### src/rtl/serial_magnitude_comparator.sv
// Bit-serial unsigned magnitude comparator: shifts two latched words out MSB-first
// and folds each bit pair into a registered greater/equal state.
module serial_magnitude_comparator #(
    parameter int WIDTH      = 8,
    parameter bit EARLY_EXIT = 1'b0,
    localparam int IW        = $clog2(WIDTH + 1)
) (
    input  logic             clk,
    input  logic             reset,
    input  logic             start,
    input  logic [WIDTH-1:0] a,
    input  logic [WIDTH-1:0] b,
    output logic             busy,
    output logic             done,
    output logic             greater_than,
    output logic             equal,
    output logic             less_than,
    output logic             x_bit,
    output logic             y_bit,
    output logic             bit_valid,
    output logic [IW-1:0]    bit_index
);

    // state | meaning
    // IDLE  | waiting for start; results hold the last compare
    // SHIFT | one bit pair per cycle folded into gt/eq
    // DONE  | one-cycle done pulse with results valid
    typedef enum logic [1:0] {IDLE, SHIFT, DONE} state_t;

    state_t           state;
    logic [WIDTH-1:0] sa;
    logic [WIDTH-1:0] sb;
    logic             gt;
    logic             eq;
    logic [IW-1:0]    cnt;
    logic             in_shift;
    logic             diff;
    logic             gt_next;
    logic             eq_next;
    logic             last;

    assign in_shift = (state == SHIFT);

    always_comb begin
        busy      = (state != IDLE);
        done      = (state == DONE);
        bit_valid = in_shift;
        x_bit     = in_shift & sa[WIDTH-1];
        y_bit     = in_shift & sb[WIDTH-1];
        bit_index = in_shift ? cnt : '0;
    end

    // One stage of the comparator cascade, evaluated on the current bit pair.
    assign diff    = sa[WIDTH-1] ^ sb[WIDTH-1];
    assign gt_next = gt | (eq & sa[WIDTH-1] & ~sb[WIDTH-1]);
    assign eq_next = eq & ~diff;
    assign last    = (cnt == '0) || (EARLY_EXIT && eq && diff);

    always_ff @(posedge clk) begin
        if (reset) begin
            state        <= IDLE;
            sa           <= '0;
            sb           <= '0;
            gt           <= 1'b0;
            eq           <= 1'b0;
            cnt          <= '0;
            greater_than <= 1'b0;
            equal        <= 1'b0;
            less_than    <= 1'b0;
        end else begin
            case (state)
                IDLE: begin
                    if (start) begin
                        sa    <= a;
                        sb    <= b;
                        gt    <= 1'b0;
                        eq    <= 1'b1;
                        cnt   <= IW'(WIDTH - 1);
                        state <= SHIFT;
                    end
                end
                SHIFT: begin
                    gt  <= gt_next;
                    eq  <= eq_next;
                    sa  <= sa << 1;
                    sb  <= sb << 1;
                    cnt <= cnt - 1'b1;
                    if (last) begin
                        // Results are captured on entry so they line up with done.
                        greater_than <= gt_next;
                        equal        <= eq_next;
                        less_than    <= ~gt_next & ~eq_next;
                        state        <= DONE;
                    end
                end
                DONE:    state <= IDLE;
                default: state <= IDLE;
            endcase
        end
    end

endmodule

### config.mk
export PLATFORM = sky130hd
export DESIGN_NAME = serial_magnitude_comparator
export DESIGN_NICKNAME = d
export VERILOG_FILES = /design/src/rtl/serial_magnitude_comparator.sv
export SDC_FILE = /design/constraint.sdc
export NUM_CORES = 1
export LEC_CHECK = 0
export BUFFER_PORTS_ARGS = -buffer_cell sky130_fd_sc_hd__buf_2
export CAP_MARGIN = 5
export CORE_MARGIN = 1
export CORE_UTILIZATION = 52
export CTS_CLUSTER_DIAMETER = 200
export DETAILED_ROUTE_END_ITERATION = 7
export PLACE_DENSITY = 0.77
export SLEW_MARGIN = 0
export SYNTH_ARGS = -nofsm -noshare
export SYNTH_HDL_FRONTEND = slang
export SYNTH_SLANG_ARGS = --single-unit
### constraint.sdc
create_clock -name clk -period 1.93 [get_ports clk]
set_clock_uncertainty 0.1 [all_clocks]
set_input_delay 0.193 -clock clk [delete_from_list [all_inputs] [get_ports clk]]
set_output_delay 0.193 -clock clk [all_outputs]
set_load 0.005 [all_outputs]
-- Word-level counts from Yosys, hierarchy flattened
Index checks and enable logic that the tools add are counted.
- add/sub/neg operators: 1
- eq/ne operators: 4
- multiplexer cells: 14
- bitwise gates (word level): 12
- reduce and logical (&&, ||, !) cells: 7
- operator list (operator ; count):
    $pmux 8 s2 ; 2
    $mux 8 ; 2
    $mux 4 ; 2
    $pmux 4 s2 ; 1
    $and 1x1->1 ; 6
    $reduce_and 2->1 ; 3
    $logic_not 4->1 ; 1
    $mux 2 ; 2
    $not 1->1 ; 4
    $pmux 1 s2 ; 2
    $pmux 2 s2 ; 1
    $reduce_bool 2->1 ; 2
    $sub 4x1->4 const B ; 1
    $eq 2x1->1 const B ; 1
    $eq 2x2->1 const B ; 1
    $logic_not 2->1 ; 1
    $mux 1 ; 2
    $ne 2x1->1 const B ; 1
    $ne 2x2->1 const B ; 1
    $or 1x1->1 ; 1
    $xor 1x1->1 ; 1
- bits in registers: 27
- logic and storage cells: 47

-- Longest topological paths before layout
- depth in word-level cells: 5
- gate-level depth with buffers: 5
- mapped depth without buffers: 5

-- Worst setup path after synthesis
OpenSTA, ideal clock, no wires.
- path kind: register -> register
- from: register cnt[0]
- to: register less_than
- setup time: 70 ps
- arrival time: 1447 ps
- path slack: 312 ps
- stages on the path, launching flop included: 6
- buffers on the path: 0
- cells stage by stage: dfxtp_1 -> inv_1 -> ha_1 -> or3b_4 -> a2111o_1 -> a21oi_1
- word-level cells in the longest chain between the ends: 2
- ends and longest elaborated chain (element ; RTL line ; text):
    start: declaration ; 35 ; logic [IW-1:0] cnt;
    start signal: assignment ; 78 ; cnt <= IW'(WIDTH - 1);
    start signal: assignment ; 87 ; cnt <= cnt - 1'b1;
    $logic_not 4->1 ; 57 ; assign last = (cnt == '0) || (EARLY_EXIT && eq && diff);
    $reduce_and 2->1 (no line) ; n/a ;
    end signal: assignment ; 92 ; less_than <= ~gt_next & ~eq_next;
    end: declaration ; 17 ; output logic less_than,
No other way between the ends.
A chain may end at the register's enable or synchronous reset.

-- Worst setup path in the final report
- from: register state[0]
- to: output port bit_index[2]
- word-level cells in the longest chain between the ends: 2
- ends and longest elaborated chain (element ; RTL line ; text):
    start: declaration ; 30 ; state_t state;
    start signal: assignment ; 61 ; state <= IDLE;
    start signal: assignment ; 79 ; state <= SHIFT;
    start signal: assignment ; 93 ; state <= DONE;
    $eq 2x1->1 ; 42 ; assign in_shift = (state == SHIFT);
    $mux 4 ; 50 ; bit_index = in_shift ? cnt : '0;
    end: declaration ; 21 ; output logic [IW-1:0] bit_index
No other way between the ends.

==> metrics.txt <==
# TYPE chip_impl_metric gauge
chip_impl_info{name="synth.largest_area_cell",value="sky130_fd_sc_hd__dfxtp_1"} 1
chip_impl_info{name="timing.rr.start",value="cnt[0]"} 1
chip_impl_metric{name="power_switching_share",unit="%"} 30.22
chip_impl_info{name="outcome",value="completed"} 1
chip_impl_metric{name="synthesis.instances",unit=""} 164
chip_impl_metric{name="total_nets_after_synthesis",unit=""} 184
chip_impl_info{name="grt_setup_unrepaired",value="false"} 1
chip_impl_metric{name="grt_overflow_total",unit=""} 0
chip_impl_metric{name="vias_per_cell",unit=""} 5.615
chip_impl_metric{name="rrSetupSlack",unit="ps"} 180
chip_impl_metric{name="cellInternalPower",unit="mW"} 0.8590
chip_impl_info{name="yosys.cell_count.top_type",value="sky130_fd_sc_hd__dfxtp_1"} 1
chip_impl_metric{name="maxSlewHeadroom",unit="%"} 66.51
chip_impl_metric{name="synth.yosys.warnings",unit=""} 0
chip_impl_metric{name="cts.reportedPaths.clkPinSlew",unit="ps"} 140
chip_impl_metric{name="post-cts-setup-buffers",unit=""} 0
chip_impl_metric{name="multi_input_area",unit="sq um"} 729.5
chip_impl_metric{name="grt_max_degree",unit=""} 33
chip_impl_info{name="synth_top_flop_cell",value="sky130_fd_sc_hd__dfxtp_1"} 1
chip_impl_info{name="timing.hold.worst_endpoint",value="sa[4]"} 1
chip_impl_metric{name="post-route-drc-count",unit=""} 0
chip_impl_metric{name="gp_routability_congestion",unit=""} 0.7873
chip_impl_metric{name="fmax",unit="MHz"} 570.8
chip_impl_info{name="min_delay_path_class",value="in -> reg"} 1
chip_impl_metric{name="maxCapViolCount",unit=""} 0
chip_impl_metric{name="syn_to_final_growth",unit="%"} 14.37
chip_impl_metric{name="synth_top_cell_area_share",unit="%"} 40.30
chip_impl_info{name="yosys-top-cells-count",value="27 x sky130_fd_sc_hd__dfxtp_1, 22 x sky130_fd_sc_hd__a21oi_1, 18 x sky130_fd_sc_hd__nor2_1"} 1
chip_impl_metric{name="grt_first_pass_wirelength",unit="microns"} 4740
chip_impl_metric{name="drtPass1Iterations",unit=""} 4
chip_impl_metric{name="pwr-share-seq",unit="%"} 54.0
chip_impl_metric{name="wirelength",unit="microns"} 2808
chip_impl_metric{name="comb_power_share",unit="%"} 26.6
chip_impl_metric{name="report.final.hold_viol_count",unit=""} 0
chip_impl_metric{name="synth.ff_latch_count",unit=""} 27
chip_impl_metric{name="coreArea",unit="sq um"} 2455
chip_impl_metric{name="dp.cells",unit=""} 214
chip_impl_metric{name="die_x",unit="microns"} 52.79
chip_impl_metric{name="cts-resized-gates",unit=""} 1
chip_impl_info{name="start_kind",value="flop"} 1
chip_impl_metric{name="final.setup.worst_slack",unit="ps"} 178.0
chip_impl_metric{name="wl_per_cell",unit="microns"} 12.88
chip_impl_metric{name="switchingPower",unit="mW"} 0.3720
chip_impl_metric{name="total_power",unit="mW"} 1.231
chip_impl_metric{name="min_period_over_period",unit="%"} 90.78
chip_impl_metric{name="grt_use_total",unit="%"} 22.39
chip_impl_metric{name="layoutNonFillerInstCount",unit=""} 218
chip_impl_metric{name="period_minus_slack",unit="ps"} 1752
chip_impl_metric{name="area_of_the_die",unit="sq um"} 2786
chip_impl_metric{name="route.vias.total",unit=""} 1224
chip_impl_info{name="cts_tree",value="done"} 1
chip_impl_metric{name="pwr_density_cell",unit="nW/um^2"} 802.5
chip_impl_metric{name="post_synth_instance_area",unit="sq um"} 1341
chip_impl_metric{name="syn-mean-instance-area",unit="sq um"} 8.179
chip_impl_metric{name="path_max_fanout",unit=""} 15
chip_impl_metric{name="post-place-ws",unit="ps"} 210.4
chip_impl_metric{name="final_nets",unit=""} 209
chip_impl_metric{name="post_cts_hold_buffer_count",unit=""} 0
chip_impl_metric{name="n_fill_cell",unit=""} 221
chip_impl_metric{name="asyncSetResetFlopFracSynth",unit="%"} 0
chip_impl_metric{name="antenna_left",unit=""} 0
chip_impl_info{name="cts_root_buf",value="sky130_fd_sc_hd__clkbuf_4"} 1
chip_impl_metric{name="synth_seq_area_share",unit="%"} 40.30
chip_impl_metric{name="die_height",unit="microns"} 52.79
chip_impl_metric{name="cp_data_arrival_time",unit="ps"} 1460
chip_impl_metric{name="setup_violators_final",unit=""} 0
chip_impl_metric{name="hpwl",unit="microns"} 1946
chip_impl_metric{name="final_max_slew_viol_count",unit=""} 0
chip_impl_metric{name="worst_hold_path.num_cells",unit=""} 4
chip_impl_metric{name="worstSkewPairLatency",unit="ps"} 310
chip_impl_metric{name="number_of_global_route_vias_before_repair",unit=""} 1141
chip_impl_metric{name="portBuffers",unit=""} 30
chip_impl_metric{name="cts-htree-levels",unit=""} 1
chip_impl_metric{name="worst-r2r-cell-count",unit=""} 5
chip_impl_metric{name="ff_latch_area",unit="sq um"} 540.5
chip_impl_metric{name="cts_sinks",unit=""} 27
chip_impl_metric{name="antenna_violations_before_repair",unit=""} 0
chip_impl_metric{name="drive_gt1_share",unit="%"} 28.72
chip_impl_metric{name="maximum_vdd_ir_drop",unit="uV"} 467.1
chip_impl_info{name="synth.area.top_cells",value="sky130_fd_sc_hd__dfxtp_1 40%, sky130_fd_sc_hd__a21oi_1 8.2%, sky130_fd_sc_hd__or3b_2 7.2%"} 1
chip_impl_metric{name="antennaDiodeCount",unit=""} 0
chip_impl_info{name="crit_type",value="reg -> out"} 1
chip_impl_metric{name="cts_buffers",unit=""} 3
chip_impl_info{name="worst_r2r_endpoint",value="less_than"} 1
chip_impl_metric{name="clockPowerShare",unit="%"} 19.4
chip_impl_metric{name="tns",unit="ps"} 0
chip_impl_metric{name="cts_buffer_depth",unit=""} 2
chip_impl_metric{name="post_synth_edffs",unit=""} 0
chip_impl_metric{name="std_cell_rows",unit=""} 18
chip_impl_metric{name="power_leakage",unit="nW"} 0.6523
chip_impl_metric{name="tightest_slew",unit="ps"} 502.3
chip_impl_metric{name="synth.lib_cells_used.distinct",unit=""} 37
chip_impl_metric{name="ioPinCount",unit=""} 31
chip_impl_metric{name="worstPathRequired",unit="ps"} 1640
chip_impl_metric{name="drt-initial-drc-count",unit=""} 22
chip_impl_metric{name="floorplan.initialDensity",unit="%"} 54.64
chip_impl_info{name="worstHoldStart",value="a[4]"} 1
chip_impl_info{name="critical_path.endpoint_type",value="output pin"} 1
[metrics by stage]
step                hold slack [ps]  instance area (sq um)  utilization [%]
floorplan                     337.8                   1341                -
finish                        175.1                   1534            62.49
CTS                           170.9                   1534            62.49
global placement              349.8                   1505            61.32
detailed placement            367.1                   1505            61.32
global route                  177.5                   1534            62.49
[layout make-up]
class | count | area share, %
clock buffers | 4 | 1.713
inverters | 6 | 1.468
repair buffers | 32 | 11.58
multi-input cells | 119 | 47.55
well taps | 30 | 2.447
flip-flops and latches | 27 | 35.24
[layout by cell type, fill, tap and decap left out, drive strengths merged, types with 4 or more instances in the layout]
cell / synthesis / layout
or3b: 13 / 13
clkbuf: 6 / 4
nor3: 14 / 14
buf: 6 / 32
nand2: 4 / 4
inv: 6 / 6
o21ai: 4 / 4
nor2: 18 / 18
nand2b: 15 / 15
a21oi: 22 / 22
dfxtp: 27 / 27
[routing by layer]
layer | GRT usage (%) | vias up | share of wire (%)
li1 | - | 619 | -
met4 | 6.140 | 0 | 0.43
met2 | 37.97 | 26 | 48
met5 | 0 | - | 0
met1 | 29.58 | 577 | 48
met3 | 2.609 | 2 | 3.4
[sequential cells by signal, summed over array words and instances (netlist names)]
register / flops
greater_than: 1
sa: 8
gt: 1
equal: 1
sb: 8
state: 2
less_than: 1
eq: 1
cnt: 4
[power groups by stage]
stage	sequential [mW]	combinational [mW]	clock [mW]
floorplan	0.662	0.246	0
global placement	0.672	0.312	0
detailed placement	0.676	0.325	0
CTS	0.663	0.328	0.243
global route	0.673	0.369	0.266
finish	0.664	0.328	0.239
[worst max-delay path: stages, from the launching register on]
cell and delay (ps):
sky130_fd_sc_hd__dfxtp_1 480, sky130_fd_sc_hd__nand2b_2 230, sky130_fd_sc_hd__inv_2 180, sky130_fd_sc_hd__and2_2 150, sky130_fd_sc_hd__buf_2 100
[how the worst max path moves through the flow]
stage                     depth (start not counted)  startpoint           end  slack (ps)
after detailed placement                          5      cnt[0]     less_than         210
after global placement                            5      cnt[0]     less_than         280
final                                             4    state[0]  bit_index[2]         180
after CTS                                         4    state[0]  bit_index[2]         100
after global routing                              5      cnt[0]     less_than          80
after floorplan                                   5      cnt[0]     less_than         310
[logic make-up (layout without fill, tap and decap cells)]
kind of cell	after synthesis	after routing	synth area share, %
XOR/XNOR	1	1	0.6531
flip-flops	27	27	40.30
adder cells (fa/ha/maj)	1	1	0.9327
buffers and inverters	18	42	5.503
AND/OR/NAND/NOR	77	77	33.96
AO/OA/AOI/OAI	40	40	18.66
(Power assumes the default switching activity.)
